### src/rtl/reversalmb_module.sv
// MBINIT.REVERSALMB initiator: init/clear-error/pattern/result/done handshakes over sideband,
// with a single lane-reversal retry when too few lanes report a correct per-lane ID.
module reversalmb_module #(
  parameter int NUM_LANES      = 16,
  parameter int PASS_THRESHOLD = 8,
  parameter int TIMEOUT_CYCLES = 8000
) (
  input  logic                 CLK,
  input  logic                 rst_n,
  input  logic                 MBINIT_REPAIRVAL_end,
  input  logic [3:0]           i_RX_SbMessage,
  input  logic                 i_msg_valid,
  input  logic [NUM_LANES-1:0] i_RX_msg_data,
  input  logic                 i_Busy_SideBand,
  input  logic                 i_falling_edge_busy,
  input  logic                 i_pattern_done,
  output logic [3:0]           o_TX_SbMessage,
  output logic                 o_ValidOutDatat_REVERSALMB,
  output logic                 o_pattern_gen_en,
  output logic                 o_lane_reversal_en,
  output logic                 o_MBINIT_REVERSALMB_end,
  output logic                 o_train_error
);

  localparam int CNT_W = $clog2(NUM_LANES + 1);
  localparam logic [CNT_W-1:0] PASS_THR = CNT_W'(PASS_THRESHOLD);
  localparam logic [15:0]      TO_LAST  = 16'(TIMEOUT_CYCLES - 1);

  localparam logic [3:0] MSG_INIT_REQ   = 4'b0001;
  localparam logic [3:0] MSG_INIT_RESP  = 4'b0010;
  localparam logic [3:0] MSG_CLR_REQ    = 4'b0011;
  localparam logic [3:0] MSG_CLR_RESP   = 4'b0100;
  localparam logic [3:0] MSG_RES_REQ    = 4'b0101;
  localparam logic [3:0] MSG_RES_RESP   = 4'b0110;
  localparam logic [3:0] MSG_DONE_REQ   = 4'b0111;
  localparam logic [3:0] MSG_DONE_RESP  = 4'b1000;

  typedef enum logic [3:0] {
    ST_IDLE,
    ST_INIT_REQ,
    ST_WAIT_RESP,
    ST_CHK_BUSY_CLR,
    ST_CLR_REQ,
    ST_PATTERN,
    ST_CHK_BUSY_RES,
    ST_RES_REQ,
    ST_EVAL,
    ST_CHK_BUSY_DONE,
    ST_DONE_REQ,
    ST_DONE,
    ST_ERROR
  } state_t;

  state_t               state_q, state_d;
  logic [3:0]           exp_resp_q, exp_resp_d;
  logic [NUM_LANES-1:0] result_q, result_d;
  logic [15:0]          timeout_cnt_q, timeout_cnt_d;
  logic                 lane_rev_q, lane_rev_d;
  logic [3:0]           tx_msg_q, tx_msg_d;
  logic                 tx_valid_q, tx_valid_d;
  logic                 pattern_en_q, pattern_en_d;
  logic                 stage_end_q, stage_end_d;
  logic                 train_err_q, train_err_d;
  logic [CNT_W-1:0]     pass_cnt;
  logic                 resp_match;
  logic                 timed_out;

  always_comb begin
    pass_cnt = '0;
    for (int unsigned i = 0; i < NUM_LANES; i++) begin
      pass_cnt = pass_cnt + CNT_W'(result_q[i]);
    end
  end

  assign resp_match = i_msg_valid && (i_RX_SbMessage == exp_resp_q);
  assign timed_out  = (timeout_cnt_q == TO_LAST);

  always_comb begin
    state_d    = state_q;
    exp_resp_d = exp_resp_q;
    result_d   = result_q;
    lane_rev_d = lane_rev_q;

    if (!MBINIT_REPAIRVAL_end) begin
      // Dropping the enable aborts from anywhere and also forgets the sticky reversal.
      state_d    = ST_IDLE;
      lane_rev_d = 1'b0;
    end else begin
      case (state_q)
        ST_IDLE: begin
          if (!i_Busy_SideBand) state_d = ST_INIT_REQ;
        end
        ST_INIT_REQ: begin
          if (i_falling_edge_busy) begin
            state_d    = ST_WAIT_RESP;
            exp_resp_d = MSG_INIT_RESP;
          end
        end
        ST_WAIT_RESP: begin
          if (resp_match) begin
            case (exp_resp_q)
              MSG_INIT_RESP: state_d = ST_CHK_BUSY_CLR;
              MSG_CLR_RESP:  state_d = ST_PATTERN;
              MSG_RES_RESP: begin
                state_d  = ST_EVAL;
                result_d = i_RX_msg_data;
              end
              MSG_DONE_RESP: state_d = ST_DONE;
              default:       state_d = ST_IDLE;
            endcase
          end else if (timed_out) begin
            state_d = ST_ERROR;
          end
        end
        ST_CHK_BUSY_CLR: begin
          if (!i_Busy_SideBand) state_d = ST_CLR_REQ;
        end
        ST_CLR_REQ: begin
          if (i_falling_edge_busy) begin
            state_d    = ST_WAIT_RESP;
            exp_resp_d = MSG_CLR_RESP;
          end
        end
        ST_PATTERN: begin
          if (i_pattern_done)  state_d = ST_CHK_BUSY_RES;
          else if (timed_out)  state_d = ST_ERROR;
        end
        ST_CHK_BUSY_RES: begin
          if (!i_Busy_SideBand) state_d = ST_RES_REQ;
        end
        ST_RES_REQ: begin
          if (i_falling_edge_busy) begin
            state_d    = ST_WAIT_RESP;
            exp_resp_d = MSG_RES_RESP;
          end
        end
        ST_EVAL: begin
          if (pass_cnt >= PASS_THR) begin
            state_d = ST_CHK_BUSY_DONE;
          end else if (!lane_rev_q) begin
            state_d    = ST_CHK_BUSY_CLR;
            lane_rev_d = 1'b1;
          end else begin
            state_d = ST_ERROR;
          end
        end
        ST_CHK_BUSY_DONE: begin
          if (!i_Busy_SideBand) state_d = ST_DONE_REQ;
        end
        ST_DONE_REQ: begin
          if (i_falling_edge_busy) begin
            state_d    = ST_WAIT_RESP;
            exp_resp_d = MSG_DONE_RESP;
          end
        end
        ST_DONE:  state_d = ST_DONE;
        ST_ERROR: state_d = ST_ERROR;
        default:  state_d = ST_IDLE;
      endcase
    end
  end

  always_comb begin
    if (state_d != state_q) begin
      timeout_cnt_d = '0;
    end else if (state_q == ST_WAIT_RESP || state_q == ST_PATTERN) begin
      timeout_cnt_d = timeout_cnt_q + 16'd1;
    end else begin
      timeout_cnt_d = timeout_cnt_q;
    end
  end

  // Outputs follow the next state so they line up with the state register.
  always_comb begin
    tx_msg_d     = '0;
    tx_valid_d   = 1'b0;
    pattern_en_d = (state_d == ST_PATTERN);
    stage_end_d  = (state_d == ST_DONE);
    train_err_d  = (state_d == ST_ERROR);
    case (state_d)
      ST_INIT_REQ: begin
        tx_msg_d   = MSG_INIT_REQ;
        tx_valid_d = 1'b1;
      end
      ST_CLR_REQ: begin
        tx_msg_d   = MSG_CLR_REQ;
        tx_valid_d = 1'b1;
      end
      ST_RES_REQ: begin
        tx_msg_d   = MSG_RES_REQ;
        tx_valid_d = 1'b1;
      end
      ST_DONE_REQ: begin
        tx_msg_d   = MSG_DONE_REQ;
        tx_valid_d = 1'b1;
      end
      default: begin
        tx_msg_d   = '0;
        tx_valid_d = 1'b0;
      end
    endcase
  end

  always_ff @(posedge CLK or negedge rst_n) begin
    if (!rst_n) begin
      state_q       <= ST_IDLE;
      exp_resp_q    <= '0;
      result_q      <= '0;
      timeout_cnt_q <= '0;
      lane_rev_q    <= 1'b0;
      tx_msg_q      <= '0;
      tx_valid_q    <= 1'b0;
      pattern_en_q  <= 1'b0;
      stage_end_q   <= 1'b0;
      train_err_q   <= 1'b0;
    end else begin
      state_q       <= state_d;
      exp_resp_q    <= exp_resp_d;
      result_q      <= result_d;
      timeout_cnt_q <= timeout_cnt_d;
      lane_rev_q    <= lane_rev_d;
      tx_msg_q      <= tx_msg_d;
      tx_valid_q    <= tx_valid_d;
      pattern_en_q  <= pattern_en_d;
      stage_end_q   <= stage_end_d;
      train_err_q   <= train_err_d;
    end
  end

  assign o_TX_SbMessage             = tx_msg_q;
  assign o_ValidOutDatat_REVERSALMB = tx_valid_q;
  assign o_pattern_gen_en           = pattern_en_q;
  assign o_lane_reversal_en         = lane_rev_q;
  assign o_MBINIT_REVERSALMB_end    = stage_end_q;
  assign o_train_error              = train_err_q;

endmodule
### config.mk
export PLATFORM = sky130hd
export DESIGN_NAME = reversalmb_module
export DESIGN_NICKNAME = d
export VERILOG_FILES = /design/src/rtl/reversalmb_module.sv
export SDC_FILE = /design/constraint.sdc
export NUM_CORES = 1
export LEC_CHECK = 0
export BUFFER_PORTS_ARGS = -buffer_cell sky130_fd_sc_hd__clkbuf_2
export CORE_MARGIN = 4
export CORE_UTILIZATION = 45
export CTS_BUF_LIST = sky130_fd_sc_hd__clkbuf_16
export DETAILED_ROUTE_END_ITERATION = 6
export PLACE_DENSITY_LB_ADDON = 0.25
export REMOVE_ABC_BUFFERS = 1
export SLEW_MARGIN = 0
export SYNTH_ARGS = -nofsm -noshare
export SYNTH_HDL_FRONTEND = slang
export SYNTH_SLANG_ARGS = --single-unit
### constraint.sdc
create_clock -name CLK -period 5.84 [get_ports CLK]
set_clock_uncertainty 0.1 [all_clocks]
set_input_delay 1.168 -clock CLK [delete_from_list [all_inputs] [get_ports CLK]]
set_output_delay 1.168 -clock CLK [all_outputs]
set_load 0.01 [all_outputs]
==> impl_metrics.json <==
{
  "grt_first_pass_wirelength_um": 11300,
  "chipWidth_um": 92.9,
  "destination_of_the_critical_timing_path": "timeout_cnt_q[3]$_DFFE_PN0P_",
  "num-nets-final": 403,
  "setup_violations": 0,
  "r2r-start": "result_q[0]$_DFFE_PN0P_",
  "critical_path_type": "reg -> reg",
  "drt_iter0_markers": 105,
  "chipHeight_um": 92.9,
  "startpoint_type": "flip-flop",
  "clock_pin_slew_worst_setup_and_hold_paths_ns": 0.06,
  "globalRouteOverflowTotal": 0,
  "r2r_end": "timeout_cnt_q[3]$_DFFE_PN0P_",
  "hold_path_class": "reg -> reg",
  "initial_utilization_pct": 46.9,
  "yosys-top-cells-area": "dfrtp_1 36%, fa_1 6.2%, mux2_2 5.6%",
  "wl_per_cell_um": 14.2,
  "status": "complete, no violations",
  "worst_slew_margin_rel_pct": 49.0,
  "number_of_detailed_route_iterations_in_the_first_pass": 4,
  "max_freq_ghz": 0.206,
  "reg2reg_setup_slack_ns": 0.99,
  "num_antenna_cells": 0,
  "synthDominantAreaCellType": "dfrtp_1",
  "total_clock_buffers_created_by_cts": 5,
  "pwr_density_cell_mw_per_mm2": 199,
  "synth-edff-count": 0,
  "synth_xor_area_share_pct": 5.68,
  "most_common_library_cell_in_the_layout_ignoring_fill_and_taps": "dfrtp_1",
  "fillers": 650,
  "total_power_uw": 716,
  "viasPerCell": 5.35,
  "synth_seq_cells": 46,
  "post_synth_fa_ha_maj_area_fraction_pct": 8.49,
  "worst-r2r-cell-count": 17,
  "grt_antenna_before_repair": 0,
  "cts.hold.buffers_added": 0,
  "peakVddDrop_uv": 98.6,
  "tightestPinTransition_ns": 0.763,
  "die-area_mm2": 0.00862,
  "worst_ep_arrival_time_ns": 4.93,
  "clock_insertion_delay_worst_skew_ns": 0.28,
  "max-clock-path-buffers": 2,
  "synth_simple_gate_area_share_pct": 20.0,
  "multi_input_logic_area_mm2": 0.00185,
  "drive_gt1_share_pct": 24.1,
  "number_of_clock_sinks": 46,
  "regArea_mm2": 0.00115,
  "syn-mean-instance-area_um2": 9.70,
  "wirelength_um": 6490,
  "postSynth.asyncResetShare_pct": 100,
  "fin_crit_sh_pct": 83.1,
  "clock-root-buffer": "clkbuf_16",
  "synthToLayoutAreaGrowth_pct": 11.3,
  "grt_use_total_pct": 16.1,
  "final_setup_tns_ns": 0,
  "setup_bufs_post_cts": 0,
  "synth_compound_area_share_pct": 15.9,
  "hold_ws_ns": 0.409,
  "syn-cell-area_mm2": 0.00324,
  "ys.warnings.count": 0,
  "top_library_cells_by_usage_in_the_layout_fill_and_taps_aside": "46 x dfrtp_1, 34 x inv_1, 34 x clkbuf_2",
  "detailroute.via_count": 2443,
  "data_required_time_at_the_worst_endpoint_ns": 5.92,
  "synthDominantCellAreaShare_pct": 35.5,
  "worst_setup_path_end_kind": "flip-flop",
  "crit_path_start": "result_q[0]$_DFFE_PN0P_",
  "detail-route-antenna-nets": 0,
  "place.port_buffers": 34,
  "finalWeightedCongestion": 0.796,
  "top_level_ports": 36,
  "yosys-mux-area-fraction_pct": 7.10,
  "fp.coreArea_mm2": 0.00691,
  "power.static_leakage_nw": 1.58,
  "main_combinational_cell_family_by_area_after_synthesis": "simple AND/OR/NAND/NOR gates",
  "dominantRegCellSynth": "dfrtp_1",
  "tritoncts": "built",
  "period_needed_ns": 4.85,
  "rows": 30,
  "via_count_of_the_first_global_routing_pass": 2398,
  "syn_inst": 334,
  "grt_setup_unrepaired": "no",
  "synth_sequential_area_ratio_pct": 35.5,
  "grt_start_max_net_pins": 47,
  "timing.max_cap.violations": 0,
  "cts_htree_levels": 2,
  "synth.lib_cells_used.distinct": 64,
  "drc": 0,
  "postCtsResizedCells": 0,
  "critPathMaxFanout": 16,
  "final_max_slew_viol_count": 0,
  "hpwlAfterDp_um": 4710,
  "finalHoldViolations": 0
}
how the worst min path moves through the flow:
stage	start	end	slack [ns]	depth (start not counted)
floorplan	result_q[0]$_DFFE_PN0P_	result_q[0]$_DFFE_PN0P_	0.38	1
global placement	result_q[9]$_DFFE_PN0P_	result_q[9]$_DFFE_PN0P_	0.39	1
detailed placement	result_q[9]$_DFFE_PN0P_	result_q[9]$_DFFE_PN0P_	0.40	1
CTS	result_q[9]$_DFFE_PN0P_	result_q[9]$_DFFE_PN0P_	0.41	1
global route	result_q[5]$_DFFE_PN0P_	result_q[5]$_DFFE_PN0P_	0.43	1
finish	result_q[5]$_DFFE_PN0P_	result_q[5]$_DFFE_PN0P_	0.41	1
worst max-delay path: stages (launching register included):
cell and delay [ns]:
dfrtp_1 0.35, inv_1 0.06, fa_1 0.56, fa_1 0.45
fa_1 0.54, fa_1 0.41, inv_1 0.06, ha_1 0.18
inv_1 0.06, fa_1 0.35, nand2_1 0.09, nor3_1 0.07
o21bai_1 0.24, o221a_2 0.35, nor4b_4 0.31, o21ai_2 0.07
buf_4 0.22, a211oi_1 0.27
registers in the layout, indices dropped and copies added, names as in the netlist:
signal	cells
result_q	16
o_pattern_gen_en	1
o_train_error	1
o_TX_SbMessage	2
exp_resp_q	3
state_q	4
o_ValidOutDatat_REVERSALMB	1
o_MBINIT_REVERSALMB_end	1
o_lane_reversal_en	1
timeout_cnt_q	16
power breakdown:
group	leakage, nW	internal, mW	switching, mW
Clock	0.0750	0.157	0.117
Sequential	0.639	0.325	0.0190
Combinational	0.864	0.0418	0.0565
per-layer routing:
metal	up-vias	track usage, %	share of wire, %
li1	1227	-	-
met1	1158	22.8	49
met2	54	25.7	47
met3	4	3.09	3.9
met4	0	2.93	0.52
met5	-	0	0
logic make-up (layout without fill, tap and decap cells):
family / count (synthesis) / count (layout)
other: 1 / 1
buffers and inverters: 54 / 81
muxes: 21 / 21
and+or+nand+nor: 111 / 111
AOI/OAI and AO/OA: 64 / 64
xor gates and xnor gates: 21 / 21
adders and majority gates: 16 / 16
DFF: 46 / 46
through the flow:
| stage | instance area, µm² | setup slack (ns) | utilization [%] | std cells |
|---|---|---|---|---|
| 3_3_place_gp | 3460 | 1.14 | 50.2 | 449 |
| 3_5_place_dp | 3460 | 1.10 | 50.2 | 449 |
| 4_1_cts | 3610 | 1.00 | 52.2 | 457 |
| 6_report | 3610 | 0.990 | 52.2 | 457 |
| 2_1_floorplan | 3130 | 0.579 | - | 313 |
| 5_1_grt | 3610 | 0.676 | 52.2 | 457 |
cell type report:
cell class | instances | share of cell area [%]
Clock buffer | 5 | 3.47
Clock inverter | 3 | 0.486
Inverter | 33 | 3.43
Multi-Input combinational cell | 234 | 51.4
Sequential cell | 46 | 31.9
Tap cell | 96 | 3.33
Timing Repair Buffer | 40 | 5.97
synth_stat cells, types with 2 or more instances:
library cell	count
or2_2	3
nand3b_1	3
clkbuf_1	12
mux2i_1	5
nand3_1	12
and3_1	6
nor3_1	9
buf_6	2
a211oi_1	7
nor2_1	24
a21oi_1	10
nor4b_1	2
a31oi_1	2
nand4_1	5
or3_1	3
xnor2_1	13
ha_1	6
nor2b_1	6
a211oi_2	10
mux2_2	16
nand2b_1	12
dfrtp_1	46
inv_1	33
o21ai_0	9
nand2_1	13
o21a_1	4
xor2_1	8
fa_1	10
buf_4	4
or3b_2	2
or4_4	2
o311ai_0	2
buf_2	2
No activity file was read; power rests on OpenSTA's default activity.
